### src/rtl/sport_pkg.sv
// Shared constants and helpers for the SPORT clock / frame-sync generator.
package sport_pkg;

  localparam logic [1:0] FSD_0 = 2'd0;
  localparam logic [1:0] FSD_1 = 2'd1;
  localparam logic [1:0] FSD_2 = 2'd2;
  localparam logic [1:0] FSD_3 = 2'd3;

  localparam logic FRM_NORMAL = 1'b0;
  localparam logic FRM_ALT    = 1'b1;

  // Width of a slot index for n slots; never narrower than one bit.
  function automatic int unsigned slot_w(input int unsigned n);
    return (n < 2) ? 1 : $clog2(n);
  endfunction

endpackage

### src/rtl/sport_sclk_div.sv
// SCLK divider: registered SCLK level plus one-cycle rise/fall strobes, no gated clocks.
module sport_sclk_div #(
  parameter int unsigned DIVW = 16
) (
  input  logic            clk,
  input  logic            rst_n,
  input  logic            en,
  input  logic [DIVW-1:0] sclkdiv,
  output logic            sclk_h,
  output logic            rise,
  output logic            fall,
  output logic            rise_nxt_c
);

  logic [DIVW-1:0] dcnt;
  logic            wrap_c;

  assign wrap_c     = en && (dcnt == sclkdiv);
  // Lets the frame logic update on the same edge that registers the rise strobe.
  assign rise_nxt_c = wrap_c && !sclk_h;

  always_ff @(posedge clk or negedge rst_n) begin
    if (!rst_n) begin
      dcnt   <= '0;
      sclk_h <= 1'b0;
      rise   <= 1'b0;
      fall   <= 1'b0;
    end else if (!en) begin
      dcnt   <= '0;
      sclk_h <= 1'b0;
      rise   <= 1'b0;
      fall   <= 1'b0;
    end else if (wrap_c) begin
      dcnt   <= '0;
      sclk_h <= !sclk_h;
      rise   <= !sclk_h;
      fall   <= sclk_h;
    end else begin
      dcnt   <= dcnt + DIVW'(1);
      rise   <= 1'b0;
      fall   <= 1'b0;
    end
  end

endmodule

### src/rtl/sport_fsgen_mc.sv
// SPORT clock and frame-sync generator with normal/alternate framing,
// 0-3 bit frame delay and multichannel slot tracking.
module sport_fsgen_mc
  import sport_pkg::*;
#(
  parameter int unsigned DIVW = 16,
  parameter int unsigned LENW = 5,
  parameter int unsigned NCH  = 8
) (
  input  logic                     DSPCLK,
  input  logic                     RST_,
  input  logic                     SP_EN,
  input  logic [DIVW-1:0]          SCLKDIV,
  input  logic [DIVW-1:0]          FSDIV,
  input  logic [LENW-1:0]          SLEN,
  input  logic [1:0]               FSD,
  input  logic                     AFS,
  input  logic                     MCE,
  input  logic [NCH-1:0]           SLOTMASK,
  input  logic                     INVSCLK,
  input  logic                     INVFS,
  output logic                     SCLKo,
  output logic                     SCLK_RISE,
  output logic                     SCLK_FALL,
  output logic                     FSo,
  output logic                     FS_SM,
  output logic [slot_w(NCH)-1:0]   SLOT,
  output logic                     SLOT_ACT,
  output logic                     SP_ACT
);

  localparam int unsigned     SW        = slot_w(NCH);
  localparam logic [SW-1:0]   SLOT_LAST = SW'(NCH - 1);

  logic            sclk_h;
  logic            tick_c;

  logic            started, started_n;
  logic [DIVW-1:0] fcnt, fcnt_n;
  logic [LENW-1:0] bcnt, bcnt_n;
  logic [SW-1:0]   slot_n;
  logic            sat, sat_n;
  logic            fs_h, fs_h_n;
  logic [2:0]      dly, dly_n;
  logic            fs_sm_n;
  logic            slot_act_n;
  logic            fst_c;
  logic            eow_c;

  always_ff @(posedge DSPCLK or negedge RST_) begin
    if (!RST_) SP_ACT <= 1'b0;
    else       SP_ACT <= SP_EN;
  end

  sport_sclk_div #(.DIVW(DIVW)) u_div (
    .clk        (DSPCLK),
    .rst_n      (RST_),
    .en         (SP_ACT),
    .sclkdiv    (SCLKDIV),
    .sclk_h     (sclk_h),
    .rise       (SCLK_RISE),
    .fall       (SCLK_FALL),
    .rise_nxt_c (tick_c)
  );

  // Pin levels follow the registered state; only the static polarity is combinational.
  assign SCLKo = sclk_h ^ INVSCLK;
  assign FSo   = fs_h ^ INVFS;

  // Frame, bit and slot sequencing; advances only on rise ticks.
  always_comb begin
    started_n  = started;
    fcnt_n     = fcnt;
    bcnt_n     = bcnt;
    slot_n     = SLOT;
    sat_n      = sat;
    fs_h_n     = fs_h;
    dly_n      = dly;
    fs_sm_n    = 1'b0;
    slot_act_n = 1'b0;
    fst_c      = !started || (fcnt == FSDIV);
    eow_c      = (bcnt == SLEN);

    if (!SP_ACT) begin
      started_n = 1'b0;
      fcnt_n    = '0;
      bcnt_n    = '0;
      slot_n    = '0;
      sat_n     = 1'b0;
      fs_h_n    = 1'b0;
      dly_n     = '0;
    end else if (tick_c) begin
      started_n = 1'b1;
      dly_n     = {dly[1:0], fst_c};
      unique case (FSD)
        FSD_0:   fs_sm_n = fst_c;
        FSD_1:   fs_sm_n = dly[0];
        FSD_2:   fs_sm_n = dly[1];
        default: fs_sm_n = dly[2];
      endcase

      if (fst_c) begin
        fcnt_n = '0;
        bcnt_n = '0;
        slot_n = '0;
        sat_n  = 1'b0;
        fs_h_n = 1'b1;
      end else begin
        fcnt_n = fcnt + DIVW'(1);
        bcnt_n = eow_c ? '0 : bcnt + LENW'(1);
        if (eow_c && !sat) begin
          if (SLOT == SLOT_LAST) sat_n  = 1'b1;
          else                   slot_n = SLOT + SW'(1);
        end
        fs_h_n = ((AFS == FRM_ALT) && !eow_c) ? fs_h : 1'b0;
      end
    end

    if (SP_ACT && started_n && !sat_n)
      slot_act_n = MCE ? SLOTMASK[slot_n] : 1'b1;
  end

  always_ff @(posedge DSPCLK or negedge RST_) begin
    if (!RST_) begin
      started  <= 1'b0;
      fcnt     <= '0;
      bcnt     <= '0;
      SLOT     <= '0;
      sat      <= 1'b0;
      fs_h     <= 1'b0;
      dly      <= '0;
      FS_SM    <= 1'b0;
      SLOT_ACT <= 1'b0;
    end else begin
      started  <= started_n;
      fcnt     <= fcnt_n;
      bcnt     <= bcnt_n;
      SLOT     <= slot_n;
      sat      <= sat_n;
      fs_h     <= fs_h_n;
      dly      <= dly_n;
      FS_SM    <= fs_sm_n;
      SLOT_ACT <= slot_act_n;
    end
  end

endmodule

### config.mk
export PLATFORM = sky130hd
export DESIGN_NAME = sport_fsgen_mc
export DESIGN_NICKNAME = d
export VERILOG_FILES = /design/src/rtl/sport_pkg.sv /design/src/rtl/sport_sclk_div.sv /design/src/rtl/sport_fsgen_mc.sv
export SDC_FILE = /design/constraint.sdc
export NUM_CORES = 1
export LEC_CHECK = 0
export ABC_AREA = 1
export BUFFER_PORTS_ARGS = -buffer_cell sky130_fd_sc_hd__clkbuf_2
export CAP_MARGIN = 0
export CORE_MARGIN = 2
export CORE_UTILIZATION = 35
export DETAILED_ROUTE_END_ITERATION = 6
export GPL_ROUTABILITY_DRIVEN = 0
export SYNTH_ARGS = -nofsm -noshare
export SYNTH_HDL_FRONTEND = slang
export SYNTH_SLANG_ARGS = --single-unit
### constraint.sdc
create_clock -name DSPCLK -period 2.7 [get_ports DSPCLK]
set_input_delay 0.27 -clock DSPCLK [delete_from_list [all_inputs] [get_ports DSPCLK]]
set_output_delay 0.27 -clock DSPCLK [all_outputs]
set_load 0.05 [all_outputs]
# [After elaboration in Yosys (flattened, before gate mapping)]
# Cells that the tools add are included.
[totals] regBits=52 inputBits=54 out_inout_bits=10
[op_classes] add_sub_neg=4 order_cmp=1 n_eq_ne=9 n_mux=40 bitwise=2 reduce_logical=14
[ops] cell="16-bit 2-to-1 mux" n=5
[ops] cell="16-bit by 1-bit adder with 16-bit output (second input constant)" n=2
[ops] cell="16-bit equality test" n=2
[ops] cell="1-bit 2-to-1 mux" n=22
[ops] cell="3-bit 2-to-1 mux" n=7
[ops] cell="5-bit 2-to-1 mux" n=4
[ops] cell="1-bit logical AND" n=6
[ops] cell="5-bit by 1-bit adder with 5-bit output (second input constant)" n=1
[ops] cell="5-bit equality test" n=1
[ops] cell="1-bit zero test" n=5
[ops] cell="3-bit by 4-bit < comparator with 1-bit output (second input constant)" n=1
[ops] cell="2-bit by 1-bit != test with 1-bit output (second input constant)" n=2
[ops] cell="3-bit by 1-bit adder with 3-bit output (second input constant)" n=1
[ops] cell="1-bit binary-select mux with 3-bit select" n=1
[ops] cell="3-bit equality test (second input constant)" n=1
[ops] cell="3-bit != test (second input constant)" n=1
[ops] cell="1-bit one-hot mux with 3 select lines" n=1
[ops] cell="2-bit by 1-bit equality test with 1-bit output (second input constant)" n=1
[ops] cell="2-bit equality test (second input constant)" n=1
[ops] cell="2-bit zero test" n=1
[ops] cell="2-bit AND reduction" n=1
[ops] cell="1-bit bitwise XOR" n=2
[ops] cell="1-bit logical OR" n=1

# [Longest topological paths before layout]
[depth] ltp_word=10 depth_mapped=17

# [Cells and area by module]
# From an unflattened synthesis, not the netlist that was laid out.
[hier_totals] cells_unflattened=515 hier_area_um2=3490.8
[modules_own_cells] module="sport_fsgen_mc" n_inst=1 cells_per_inst=318 area_per_inst_um2=2177.1 seq_area_each_um2=825.8
[modules_own_cells] module="sport_sclk_div" n_inst=1 cells_per_inst=197 area_per_inst_um2=1313.8 seq_area_each_um2=475.5

# [Least setup slack after synthesis]
# Ideal clock, no wire load.
[synth_timing] kind="register to register" start="reg SLOT[0]" end="reg SLOT_ACT" setup_ps=113 arrival_time_ps=1865 required_ps=2587 setup_slack_ps=722 stages_incl_launch_ff=16 path_buffers=0 synth_period_minus_slack_ps=1978 path_cell_list="dfrtp_1 -> ha_1 -> nand2_1 -> inv_1 -> nor2_1 -> nand2_1 -> nand2_1 -> nand2_1 -> nand3_1 -> nand2_2 -> nand2_1 -> nand3_1 -> nand3_1 -> nand3_1 -> nand2_1 -> inv_1"
[synth_between] elab_chain_cells=10 word_cells_on_any_way=18
[synth_lines] item="start, declared" line="sport_fsgen_mc.sv:27" rtl="output logic [slot_w(NCH)-1:0] SLOT,"
[synth_lines] item="start signal, assigned" line="sport_fsgen_mc.sv:138" rtl="SLOT <= slot_n;"
[synth_lines] item="3-bit by 1-bit adder with 3-bit output / 3-bit equality test (equally long branches)" line="sport_fsgen_mc.sv:113, sport_fsgen_mc.sv:112"
[synth_lines] item="3-bit 2-to-1 mux" line="sport_fsgen_mc.sv:112" rtl="if (SLOT == SLOT_LAST) sat_n = 1'b1;"
[synth_lines] item="3-bit 2-to-1 mux" line="sport_fsgen_mc.sv:111" rtl="if (eow_c && !sat) begin"
[synth_lines] item="3-bit 2-to-1 mux" line="sport_fsgen_mc.sv:102" rtl="if (fst_c) begin"
[synth_lines] item="3-bit 2-to-1 mux *" line="sport_fsgen_mc.sv:92" rtl="end else if (tick_c) begin"
[synth_lines] item="3-bit 2-to-1 mux *" line="sport_fsgen_mc.sv:84" rtl="if (!SP_ACT) begin"
[synth_lines] item="net slot_n[0]" line="sport_fsgen_mc.sv:41" rtl="logic [SW-1:0] slot_n;"
[synth_lines] item="1-bit binary-select mux with 3-bit select *" line="sport_fsgen_mc.sv:120" rtl="slot_act_n = MCE ? SLOTMASK[slot_n] : 1'b1;"
[synth_lines] item="1-bit 2-to-1 mux (not written as such) *" line="sport_fsgen_mc.sv:120"
[synth_lines] item="1-bit 2-to-1 mux *" line="sport_fsgen_mc.sv:120"
[synth_lines] item="1-bit 2-to-1 mux *" line="sport_fsgen_mc.sv:119" rtl="if (SP_ACT && started_n && !sat_n)"
[synth_lines] item="net slot_act_n" line="sport_fsgen_mc.sv:46" rtl="logic slot_act_n;"
[synth_lines] item="end signal, assigned" line="sport_fsgen_mc.sv:143" rtl="SLOT_ACT <= slot_act_n;"
[synth_lines] item="end, declared" line="sport_fsgen_mc.sv:28" rtl="output logic SLOT_ACT,"
# Mark *: on every way through the listed nets, which the timed path passes. The rest lies on a longest branch. The select of a mux whose other input is x is not followed.
# A chain may end at the register's enable or synchronous reset.

# [Worst setup path after layout]
[layout_timing] start="reg u_div.dcnt[2]" end="reg SLOT_ACT"
[layout_between] elab_chain_cells=9 word_cells_on_any_way=16
[layout_lines] item="start, declared" line="sport_sclk_div.sv:15" rtl="logic [DIVW-1:0] dcnt;"
[layout_lines] item="start signal, assigned" line="sport_sclk_div.sv:39" rtl="dcnt <= dcnt + DIVW'(1);"
[layout_lines] item="16-bit equality test" line="sport_sclk_div.sv:18" rtl="assign wrap_c = en && (dcnt == sclkdiv);"
[layout_lines] item="1-bit logical AND" line="sport_sclk_div.sv:18"
[layout_lines] item="1-bit logical AND" line="sport_sclk_div.sv:20" rtl="assign rise_nxt_c = wrap_c && !sclk_h;"
[layout_lines] item="3-bit 2-to-1 mux" line="sport_fsgen_mc.sv:92"
[layout_lines] item="3-bit 2-to-1 mux" line="sport_fsgen_mc.sv:84"
[layout_lines] item="net slot_n[0]" line="sport_fsgen_mc.sv:41"
[layout_lines] item="1-bit binary-select mux with 3-bit select" line="sport_fsgen_mc.sv:120"
[layout_lines] item="1-bit 2-to-1 mux (not written as such)" line="sport_fsgen_mc.sv:120"
[layout_lines] item="1-bit 2-to-1 mux" line="sport_fsgen_mc.sv:120"
[layout_lines] item="1-bit 2-to-1 mux" line="sport_fsgen_mc.sv:119"
[layout_lines] item="net slot_act_n" line="sport_fsgen_mc.sv:46"
# The timed path passes the listed nets, and every way through them passes these cells. The select of a mux whose other input is x is not followed.

==> impl_metrics.env <==
export IMPL_synthTopCellsByArea="dfrtp_1, nand2_1, inv_1, nor2_1, nand3_1"
export IMPL_synth_area_mm2=0.00321
export IMPL_clock_path_buffers=2
export IMPL_nets=588
export IMPL_wl_per_cell_um=11.3
export IMPL_fillers=946
export IMPL_io_buffers=63
export IMPL_hpwl_mm=5.84
export IMPL_p_per_area_mw_per_mm2=365
export IMPL_coreArea_mm2=0.00881
export IMPL_crit_arrival_ns=2.47
export IMPL_status="finished, final reports clean"
export IMPL_postCtsHoldBufs=0
export IMPL_p_int_mw=1.03
export IMPL_worstSetupStartpointType="register"
export IMPL_syn_inst=459
export IMPL_maxSlewViolCount=0
export IMPL_drive_above_1_share=0.185
export IMPL_drt_first_pass_iters=4
export IMPL_synth_edf_count=0
export IMPL_grt_ovfl_total=0
export IMPL_cp_end_kind="register"
export IMPL_ys_seq_elements=52
export IMPL_fin_tns_setup_ns=0
export IMPL_io_pins=64
export IMPL_grt_max_degree=39
export IMPL_rsz0062_at_grt="false"
export IMPL_cts_sinks=52
export IMPL_cts_setup_buffers=0
export IMPL_seqPwrFrac=0.576
export IMPL_skew_ns=0.00998
export IMPL_final_area_mm2=0.00376
export IMPL_p_clk_frac=0.310
export IMPL_cts_tree="built"
export IMPL_setup_worst_path_end="SLOT_ACT$_DFF_PN0_"
export IMPL_synth_nets=517
export IMPL_finalWirelength_mm=7.23
export IMPL_slew_headroom=0.366
export IMPL_crit_required_ns=2.89
export IMPL_hold_violations=0
export IMPL_place_area_mm2=0.00368
export IMPL_post_route_min_period_ns=2.28
export IMPL_rr_startpoint="u_div.dcnt[2]$_DFF_PN0_"
export IMPL_synthTopCellsByCount="nand2_1, inv_1, nor2_1"
export IMPL_ys_warn_count=0
export IMPL_vias=2966
export IMPL_switching_share=0.252
export IMPL_synthArstFlopShare=1.00
export IMPL_syn_area_per_cell_um2=6.99
export IMPL_leakagePower_nw=1.96
export IMPL_clk_pin_slew_worst_paths_ns=0.09
export IMPL_ctsHtreeMaxLevel=2
export IMPL_tightest_slew_ns=0.951
export IMPL_post_cts_resized=0
export IMPL_grt_pass1_vias=2878
export IMPL_die_h_um=99.7
export IMPL_dieArea_mm2=0.00995
export IMPL_r2r_end="SLOT_ACT$_DFF_PN0_"
export IMPL_drv_cap=0
export IMPL_antenna_left=0
export IMPL_setup_viol=0
export IMPL_areaGrowthSynthToFinish_pct=17.1
export IMPL_n_antenna_cell=0
export IMPL_hold_slack_ns=0.0758
export IMPL_hp_class="in2reg"
export IMPL_cts_root_buffer="clkbuf_8"
export IMPL_vdd_drop_max_uv=217
export IMPL_startpoint="u_div.dcnt[2]$_DFF_PN0_"
export IMPL_p_sw_mw=0.346
export IMPL_combPwrFrac=0.114
export IMPL_drc=0
export IMPL_rows=34
export IMPL_die_w_um=99.7
export IMPL_cts_buffers=5
export IMPL_crit_fanout=8
export IMPL_rr_worst_depth=15
export IMPL_first_iter_violations=156
export IMPL_path_class="reg2reg"
export IMPL_yosysMostFrequentCell="nand2_1"
export IMPL_grt_pass1_wl_mm=12.6
export IMPL_synth_distinct_cells=34
export IMPL_antenna_found_initial=0
export IMPL_synth_top_area_cell="dfrtp_1"
export IMPL_ys_seq_area_frac=0.406
export IMPL_max_freq_ghz=0.439
export IMPL_grt_use_total=0.154
export IMPL_final_util=0.427
export IMPL_start_util=0.364
export IMPL_period_share=0.844
export IMPL_clk_latency_ns=0.30
export IMPL_synth_top_area_share=0.406
export IMPL_reg2reg_slack_ns=0.42
export IMPL_synth_ff_type="dfrtp_1"
export IMPL_vias_per_cell=4.65
cell usage in the layout (no fill, tap or decap), types with 2 or more instances in the layout:
cell      synthesis  routed
xnor2_1          15      15
dfrtp_1          52      52
nor2_1           54      54
nor3_1            9       9
nand4_1          11      11
o21ai_1           2       2
a21oi_1          21      21
nor4_1            2       2
buf_4             0       5
nand3_1          33      33
xor2_1            3       3
inv_1            74      74
clkbuf_2          0      63
nor2_4            2       2
nand2_1         116     116
o21ai_0          23      23
nor2_2            3       3
ha_1              4       4
inv_2            12      12
nand2_2           4       4
clkbuf_8          0       5
o22ai_1           2       2
cell type report:
class	count	area [um^2]	share of cell area
Clock buffer	6	72.6	0.0193
Clock inverter	1	5.00	0.00133
Inverter	86	323	0.0859
Multi-Input combinational cell	317	1570	0.417
Sequential cell	52	1300	0.346
Tap cell	108	135	0.0360
Timing Repair Buffer	68	353	0.0939
sequential cells by signal (all words and copies together) (netlist names):
signal / cells
started: 1
FS_SM: 1
sat: 1
SP_ACT: 1
u_div.dcnt: 16
u_div.rise: 1
u_div.fall: 1
u_div.sclk_h: 1
dly: 3
fs_h: 1
SLOT: 3
bcnt: 5
SLOT_ACT: 1
fcnt: 16
critical path, cell delays in order, from the launching register on:
cell,delay [ns]
dfrtp_1,0.45
inv_2,0.04
nand2_1,0.05
nand2_1,0.05
nor2_1,0.13
nand2_1,0.09
nor2_2,0.18
nand4_1,0.34
nand3_1,0.32
nand2_2,0.12
nand2_1,0.07
nand3_1,0.08
nand3_1,0.08
nand3_1,0.07
nand2_1,0.06
inv_1,0.04
worst min path at each step:
stage           from                to  slack (ns)  cells after the start
2_1_floorplan   RST_   FS_SM$_DFF_PN0_       -0.03                      0
3_3_place_gp   SP_EN  SP_ACT$_DFF_PN0_        0.38                      1
3_5_place_dp   SP_EN  SP_ACT$_DFF_PN0_        0.38                      1
4_1_cts        SP_EN  SP_ACT$_DFF_PN0_        0.06                      1
5_1_grt        SP_EN  SP_ACT$_DFF_PN0_        0.06                      1
6_report       SP_EN  SP_ACT$_DFF_PN0_        0.08                      1
per-layer routing:
layer / global-route usage / wire length, um / vias up
li1: - / - / 1583
met2: 0.255 / 3240 / 51
met5: 0 / 0 / -
met4: 0.0390 / 70 / 0
met3: 0.0267 / 262 / 4
met1: 0.210 / 3660 / 1328
cells by family after synthesis:
family          count (synthesis)  synth area share
flops                          52             0.406
fa+ha+maj                       4            0.0156
compound gates                 56            0.0987
simple gates                  239             0.325
buf+inv                        90             0.106
xor+xnor                       18            0.0491
power groups by stage:
stage	sequential, mW	combinational (mW)	clock [mW]
2_1_floorplan	0.805	0.0758	0
3_3_place_gp	0.804	0.156	0
3_5_place_dp	0.805	0.159	0
4_1_cts	0.789	0.160	0.439
5_1_grt	0.790	0.181	0.468
6_report	0.789	0.157	0.425
per-stage QoR:
step / setup WS, ns / std cells / power [mW]
3_5_place_dp: 0.453 / 631 / 0.964
6_report: 0.421 / 638 / 1.37
5_1_grt: 0.177 / 638 / 1.44
4_1_cts: 0.421 / 638 / 1.39
3_3_place_gp: 0.493 / 631 / 0.961
2_1_floorplan: 0.722 / 459 / 0.880
Note: power is estimated with default switching activity, not from simulation.
